--- config.mk ---
export PLATFORM = sky130hd
export DESIGN_NAME = inst_fetch_unit
export DESIGN_NICKNAME = d
export VERILOG_FILES = /design/src/rtl/inst_fetch_unit.sv
export SDC_FILE = /design/constraint.sdc
export NUM_CORES = 1
export LEC_CHECK = 0
export CAP_MARGIN = 15
export CORE_ASPECT_RATIO = 0.75
export CORE_MARGIN = 2
export CORE_UTILIZATION = 45
export CTS_BUF_LIST = sky130_fd_sc_hd__clkbuf_8
export DETAILED_ROUTE_END_ITERATION = 10
export PLACE_DENSITY = 0.67
export SYNTH_ARGS = -nofsm -noshare
export SYNTH_HDL_FRONTEND = slang
export SYNTH_SLANG_ARGS = --single-unit
--- constraint.sdc ---
create_clock -name clk -period 5.98 [get_ports clk]
set_input_delay 1.196 -clock clk [delete_from_list [all_inputs] [get_ports clk]]
set_output_delay 1.196 -clock clk [all_outputs]
set_load 0.01 [all_outputs]
--- src/rtl/inst_fetch_unit.sv ---
// rtl/inst_fetch_unit.sv - sequential instruction fetch with prefetch FIFO and redirect flush
// Optional FETCH_PERF_EN adds a saturating count of consumed instructions on fetch_stats.
module inst_fetch_unit #(
    parameter int          DEPTH    = 4,
    parameter logic [31:0] RESET_PC = 32'h0000_0000
) (
    input  logic        clk,
    input  logic        rst,
    output logic        imem_req,
    output logic [31:0] imem_addr,
    input  logic        imem_ready,
    input  logic        imem_rvalid,
    input  logic [31:0] imem_rdata,
    output logic        inst_valid,
    output logic [31:0] inst_data,
    output logic [31:0] inst_pc,
    input  logic        inst_ready,
    input  logic        redirect,
`ifdef FETCH_PERF_EN
    input  logic [31:0] redirect_pc,
    output logic [31:0] fetch_stats
`else
    input  logic [31:0] redirect_pc
`endif
);

    localparam int            AW      = (DEPTH > 1) ? $clog2(DEPTH) : 1;
    localparam int            CW      = AW + 1;
    localparam logic [CW-1:0] DEPTH_C = CW'(DEPTH);

    typedef enum logic [1:0] {
        S_IDLE = 2'd0,
        S_REQ  = 2'd1,
        S_WAIT = 2'd2,
        S_DROP = 2'd3
    } state_t;

    state_t        state_q, state_d;
    logic          imem_req_q, imem_req_d;
    logic [31:0]   fpc_q, fpc_d;
    logic [31:0]   req_pc_q, req_pc_d;
    logic [AW-1:0] wr_ptr_q, wr_ptr_d;
    logic [AW-1:0] rd_ptr_q, rd_ptr_d;
    logic [CW-1:0] count_q, count_d;
    logic [CW-1:0] count_after;
    logic [31:0]   data_q [DEPTH];
    logic [31:0]   data_d [DEPTH];
    logic [31:0]   pc_q   [DEPTH];
    logic [31:0]   pc_d   [DEPTH];
    logic          accept;
    logic          push;
    logic          pop;

    // Fetch control: one outstanding request, a FIFO slot reserved before each issue.
    always_comb begin
        accept      = imem_req_q && imem_ready;
        pop         = (count_q != '0) && inst_ready && !redirect;
        push        = 1'b0;
        state_d     = state_q;
        fpc_d       = fpc_q;
        req_pc_d    = req_pc_q;
        count_after = count_q + CW'(1) - CW'(pop);

        if (accept) begin
            fpc_d    = fpc_q + 32'd4;
            req_pc_d = fpc_q;
        end
        if (redirect) begin
            fpc_d = redirect_pc & 32'hFFFF_FFFC;
        end

        case (state_q)
            S_IDLE: begin
                if (redirect || (count_q < DEPTH_C)) begin
                    state_d = S_REQ;
                end
            end
            S_REQ: begin
                if (accept) begin
                    state_d = redirect ? S_DROP : S_WAIT;
                end
            end
            S_WAIT: begin
                if (redirect) begin
                    state_d = imem_rvalid ? S_REQ : S_DROP;
                end else if (imem_rvalid) begin
                    push    = 1'b1;
                    state_d = (count_after < DEPTH_C) ? S_REQ : S_IDLE;
                end
            end
            S_DROP: begin
                // A response arriving with a fresh redirect still retires the stale request.
                if (imem_rvalid) begin
                    state_d = S_REQ;
                end
            end
            default: state_d = S_IDLE;
        endcase

        imem_req_d = (state_d == S_REQ);
    end

    always_comb begin
        wr_ptr_d = wr_ptr_q;
        rd_ptr_d = rd_ptr_q;
        count_d  = count_q;
        data_d   = data_q;
        pc_d     = pc_q;
        if (redirect) begin
            wr_ptr_d = '0;
            rd_ptr_d = '0;
            count_d  = '0;
        end else begin
            if (push) begin
                data_d[wr_ptr_q] = imem_rdata;
                pc_d[wr_ptr_q]   = req_pc_q;
                wr_ptr_d         = wr_ptr_q + AW'(1);
            end
            if (pop) begin
                rd_ptr_d = rd_ptr_q + AW'(1);
            end
            count_d = count_q + CW'(push) - CW'(pop);
        end
    end

    always_ff @(posedge clk or negedge rst) begin
        if (!rst) begin
            state_q    <= S_IDLE;
            imem_req_q <= 1'b0;
            fpc_q      <= RESET_PC;
            req_pc_q   <= RESET_PC;
            wr_ptr_q   <= '0;
            rd_ptr_q   <= '0;
            count_q    <= '0;
            for (int i = 0; i < DEPTH; i++) begin
                data_q[i] <= 32'h0;
                pc_q[i]   <= 32'h0;
            end
        end else begin
            state_q    <= state_d;
            imem_req_q <= imem_req_d;
            fpc_q      <= fpc_d;
            req_pc_q   <= req_pc_d;
            wr_ptr_q   <= wr_ptr_d;
            rd_ptr_q   <= rd_ptr_d;
            count_q    <= count_d;
            data_q     <= data_d;
            pc_q       <= pc_d;
        end
    end

`ifdef FETCH_PERF_EN
    logic [31:0] stats_q, stats_d;

    always_comb begin
        stats_d = stats_q;
        if (pop && (stats_q != 32'hFFFF_FFFF)) begin
            stats_d = stats_q + 32'd1;
        end
    end

    always_ff @(posedge clk or negedge rst) begin
        if (!rst) begin
            stats_q <= 32'h0;
        end else begin
            stats_q <= stats_d;
        end
    end

    assign fetch_stats = stats_q;
`endif

    assign imem_req   = imem_req_q;
    assign imem_addr  = fpc_q;
    assign inst_valid = (count_q != '0);
    assign inst_data  = data_q[rd_ptr_q];
    assign inst_pc    = pc_q[rd_ptr_q];

endmodule

==> results of run 1 <==
[synth_stat cells, drive strengths merged]
cell type / instances / share of area, %
xnor2: 11 / 0.69
nor3: 7 / 0.29
nor2b: 1 / 0.045
or3: 8 / 0.36
mux2: 273 / 22
nand4: 11 / 0.69
nand3: 11 / 0.43
a31oi: 10 / 0.45
clkbuf: 41 / 1.1
nand2b: 3 / 0.13
a311oi: 1 / 0.062
inv: 13 / 0.35
or4: 8 / 0.48
o31a: 1 / 0.062
mux4: 62 / 10
buf: 16 / 0.70
ha: 7 / 0.62
o21a: 1 / 0.054
and4: 4 / 0.25
a31o: 1 / 0.062
or3b: 1 / 0.062
o31ai: 5 / 0.27
a211oi: 1 / 0.054
and2: 3 / 0.13
nor2: 19 / 0.51
mux2i: 2 / 0.14
a21oi: 4 / 0.14
dfrtp: 318 / 57
nor4: 4 / 0.18
nand2: 42 / 1.1
o21ai: 29 / 1.0
o211ai: 2 / 0.11
xor2: 7 / 0.44
fa: 1 / 0.14
and3: 3 / 0.13
a311o: 1 / 0.071
conb: 1 / 0.027
[critical path, delay by kind of cell (launching register included)]
family   cells  cell delay (ps)
buf+inv      2              930
flops        1             1030
mux          1              570
[path summary, 6_finish.rpt]
check / slack [ps] / to / depth (start not counted) / from
min: 500 / data_q[22] / 1 / data_q[22]
max in group asynchronous: 4020 / req_pc_q[25] / 2 / rst
max: 1640 / inst_data[19] / 3 / rd_ptr_q[0]
min in group asynchronous: 650 / data_q[119] / 1 / rst
max reg2reg: 3380 / data_q[20] / 4 / state_q[1]
min reg2reg: 500 / data_q[22] / 1 / data_q[22]
[metrics by stage]
stage / area [sq um] / power (mW) / hold slack, ps / util (%)
global route: 17100 / 6.56 / 508 / 56.3
CTS: 17100 / 6.32 / 502 / 56.3
global placement: 16000 / 4.25 / 482 / 52.6
floorplan: 14000 / 3.53 / 474 / -
detailed placement: 16000 / 4.28 / 488 / 52.6
finish: 17100 / 6.22 / 499 / 56.3
[layer usage]
| layer | track usage [%] | vias to the layer above | share of wire [%] |
|---|---|---|---|
| met4 | 4.96 | 0 | 1.7 |
| met1 | 27.6 | 4293 | 49 |
| met5 | 0 | - | 0 |
| met2 | 27.5 | 232 | 43 |
| met3 | 4.76 | 47 | 6.3 |
| li1 | - | 3782 | - |
[power groups by stage]
stage	clock network (mW)	logic (mW)	registers [mW]
6_report	2.01	1.41	2.81
3_3_place_gp	0	1.41	2.84
2_1_floorplan	0	0.873	2.66
5_1_grt	2.17	1.52	2.87
4_1_cts	2.07	1.44	2.81
3_5_place_dp	0	1.43	2.85
[area by class of cell]
| cell class | count | area share (%) |
|---|---|---|
| repair buffers | 168 | 9.82 |
| inverters | 13 | 0.285 |
| multi-input cells | 548 | 33.9 |
| clock buffers | 71 | 5.70 |
| clock inverters | 23 | 0.898 |
| flip-flops and latches | 318 | 46.5 |
| well taps | 399 | 2.91 |
[cells by family (layout without fill, tap and decap cells)]
family	Yosys count	count (layout)	share of synthesized area, %
simple gates	125	125	4.81
buf+inv	70	275	2.15
fa+ha+maj	8	8	0.767
xor+xnor	18	18	1.12
mux	337	337	32.0
compound gates	56	56	2.36
other cells	1	4	0.0267
flops	318	318	56.7
[registers in the layout, indices dropped and copies added (netlist names)]
register,count
pc_q,120
state_q,2
imem_addr,30
rd_ptr_q,2
count_q,3
imem_req,1
data_q,128
wr_ptr_q,2
req_pc_q,30
==> summary.txt, run 1 <==
vias per inst - 5.42
Slew HR - 29.2%
CTS Sinks - 318
Sequential Power Share - 45.1%
antenna violations before repair - 0
full die area - 0.0326 sq mm
CTS root buf - clkbuf_8
Chip Height - 157 microns
die width - 208 microns
data arrival time of the critical path - 3140 ps
final worst slack - 1640 ps
routed len/inst - 19.4 microns
Iter 0 DRT Violations - 418
# hold bufs at CTS - 0
most common cell after layout, fill and taps aside - dfrtp_1
Worst setup EP type - output pin
grt total ovfl - 0
vias in the first global route - 8723
status - finished, final reports clean
Final nets - 1178
Final ANT Viol Nets - 0
Internal - 4.48 mW
CP cell instances - buf_4 > mux4_2 > clkdlybuf4s50_1
HPWL after DPL - 17800 microns
Port-buffer cells - 161
post-cts gate resize count - 0
pre-CTS setup slack - 1850 ps
Core Box Area - 0.0304 sq mm
post-synth cell types - 45
Tcrit/Tclk final - 72.6%
synth warn - 0
Leakage - 7.94 nW
Fin. Hold Viols - 0
synthesized cell area - 0.0140 sq mm
Initial Utilization - 46.1%
worst hold path type - register to register
fmax - 230 MHz
post-route minimum period - 4340 ps
Avg Inst Size Synth - 15.0 sq um
Slew Limit Fails - 0
first-pass GRT wire length - 48300 microns
Register Area - 0.00797 sq mm
CTS tree - done
Post-Layout Cell Count - 1540
Total Routing Usage GR - 18.7%
DRC viols - 0
row count - 55
Fin Setup TNS - 0 ps
P per Cell Area - 363 mW/mm^2
Synth Register Bits - 318
Setup Skew - 29.3 ps
Syn-to-layout area delta - 22.2%
RSZ-0062 raised after global routing - false
largest net degree at the start of global routing - 117
Setup crit start kind - register
critical path fanouts, max - 42
area occupied by multi-input gates - 0.00581 sq mm
CP max stage delay - 1030 ps
Total Routed Length - 29800 microns
Syn Inst Count - 933
vias post-DR - 8354
Slowest-stage cell, CP - dfrtp_4
clock share of power - 32.2%
Worst-Skew Late Latency - 590 ps
switch share - 28.0%
Setup CP Type - register to output pin
first-pass detailed-route iteration total - 4
CP required - 4780 ps
Max Cap Viol - 0
# fillers - 2504
setup bufs post-CTS - 0
I/O pin count - 168
final setup fails - 0
NetSw - 1.74 mW
Cell Count Post-Placement - 1446
gpl congestion - 0.768
Bufs on Longest Clock Path - 3
CTS Buf Count - 51
worst IR drop on VDD - 154 uV
most frequent cells in the layout - 316 x dfrtp_1, 273 x mux2_2, 160 x clkdlybuf4s50_1, 71 x clkbuf_8, 62 x mux4_2
register area share after synthesis - 56.7%
clock slew at reported path FFs - 70 ps
H-tree depth - 2
Inserted Diodes - 0
Combinational Power Share - 22.6%
layout cell share with drive strength beyond 1 - 38.4%
Worst Max-Slew Pin Slew - 1060 ps
Power figures use the tool's default switching activity.
==> inputs of run 2 (changes only) <==
PLACE_DENSITY = 0.69   (was 0.67)
clock period = 3.92 ns   (was 5.98 ns; I/O delays follow)
==> run 2 against run 1 <==
Against the previous run: cell area increased by 0.37%; highest routed layer unchanged; critical path depth unchanged; first-iteration DRC count increased by 3.3%; clock skew rose by 15 ps; total power grew 48%.
==> summary.txt, run 2 (synthesized netlist as in run 1, its figures left out) <==
CTS Buf Count - 51
status - finished, final reports clean
full die area - 0.0326 sq mm
vias in the first global route - 8844
Port-buffer cells - 161
Bufs on Longest Clock Path - 3
data arrival time of the critical path - 2760 ps
CP required - 3140 ps
top flop regs - data_q: 128 flops, pc_q: 120 flops
Syn-to-layout area delta - 22.6%
Final nets - 1194
Max Used Layer - met4
RR Startpoint - imem_addr[2]
met2 WL - 13300 microns
NetSw - 2.61 mW
most frequent cells in the layout - 316 x dfrtp_1, 273 x mux2_2, 160 x clkdlybuf4s50_1, 62 x mux4_2, 62 x clkbuf_8
met1 WL - 15100 microns
Setup Skew - 44.3 ps
design area - 0.0172 sq mm
Placed Area - 0.0162 sq mm
fmax - 282 MHz
Core Box Area - 0.0304 sq mm
Iter 0 DRT Violations - 432
Final ANT Viol Nets - 0
most common cell after layout, fill and taps aside - dfrtp_1
Fin. Hold Viols - 0
Initial Utilization - 46.1%
largest net degree at the start of global routing - 107
critical path fanouts, max - 24
Top reg by flops - data_q
Fin Setup TNS - 0 ps
post-route minimum period - 3550 ps
setup bufs post-CTS - 0
grt total ovfl - 0
H-tree depth - 2
Slew Limit Fails - 0
CTS Sinks - 318
Total Routed Length - 30100 microns
DRC viols - 0
Inserted Diodes - 0
Chip Height - 157 microns
# hold bufs at CTS - 0
Worst setup EP type - output pin
P per Cell Area - 537 mW/mm^2
vias per inst - 5.45
routed len/inst - 19.4 microns
Hold Slack - 240 ps
Total Routing Usage GR - 19.0%
Leakage - 7.98 nW
Finished Core Util - 56.5%
Combinational Power Share - 24.4%
worst IR drop on VDD - 249 uV
HPWL after DPL - 19500 microns
vias post-DR - 8432
Worst Max-Slew Pin Slew - 851 ps
wire length on met3 - 1390 microns
RSZ-0062 raised after global routing - false
switch share - 28.2%
Sequential Power Share - 45.8%
row count - 55
antenna violations before repair - 0
Worst-Skew Late Latency - 590 ps
I/O pin count - 168
Worst Setup SP - rd_ptr_q[0]
die width - 208 microns
Slew HR - 43.2%
Tcrit/Tclk final - 90.4%
CTS tree - done
Max Cap Viol - 0
clock slew at reported path FFs - 60 ps
clock share of power - 29.8%
post-cts gate resize count - 0
CTS root buf - clkbuf_8
worst hold path type - primary input to async pin
max reg flops - 128
final setup fails - 0
Setup crit start kind - register
Internal - 6.62 mW
Design Power - 9.23 mW
layout cell share with drive strength beyond 1 - 38.8%
first-pass GRT wire length - 49000 microns
first-pass detailed-route iteration total - 4
Setup CP Type - register to output pin
gpl congestion - 0.776
## run 2: layer usage
layer	global-route usage (%)	vias up
met2	27.9	212
met3	3.83	37
met1	29.1	4349
met4	4.05	0
li1	-	3834
met5	0	-
## run 2: worst max-delay path, stage by stage, from the launching register on
cell and delay (ps):
dfrtp_4 790, buf_12 270, mux4_2 580, clkdlybuf4s50_1 510
## run 2: final timing paths
| kind | end | slack (ps) | cells past startpoint |
|---|---|---|---|
| max | inst_pc[9] | 370 | 3 |
| max in group asynchronous | pc_q[84] | 2650 | 2 |
| max reg2reg | imem_addr[26] | 1450 | 5 |
| min in group clk | pc_q[46] | 500 | 1 |
| min | data_q[55] | 240 | 1 |
| min reg2reg | pc_q[46] | 500 | 1 |
## run 2: final cells by class
cell class | instances | area, sq um
inverters | 13 | 48.8
repair buffers | 184 | 1890
multi-input cells | 548 | 5810
clock inverters | 22 | 136
flip-flops and latches | 318 | 7960
fillers | 2466 | 13200
clock buffers | 62 | 853
well taps | 399 | 499
## run 2: power groups by stage
stage | clock, mW | sequential (mW) | combinational, mW
4_1_cts | 2.85 | 4.24 | 2.29
6_report | 2.75 | 4.23 | 2.25
5_1_grt | 3.01 | 4.32 | 2.42
2_1_floorplan | 0 | 4.06 | 1.33
3_3_place_gp | 0 | 4.27 | 2.26
3_5_place_dp | 0 | 4.29 | 2.29
## run 2: through the flow
stage,instances,worst slack [ps]
after floorplan,936,1360
after global placement,1462,819
after detailed placement,1462,810
after CTS,1546,272
after global routing,1546,194
final,1546,375
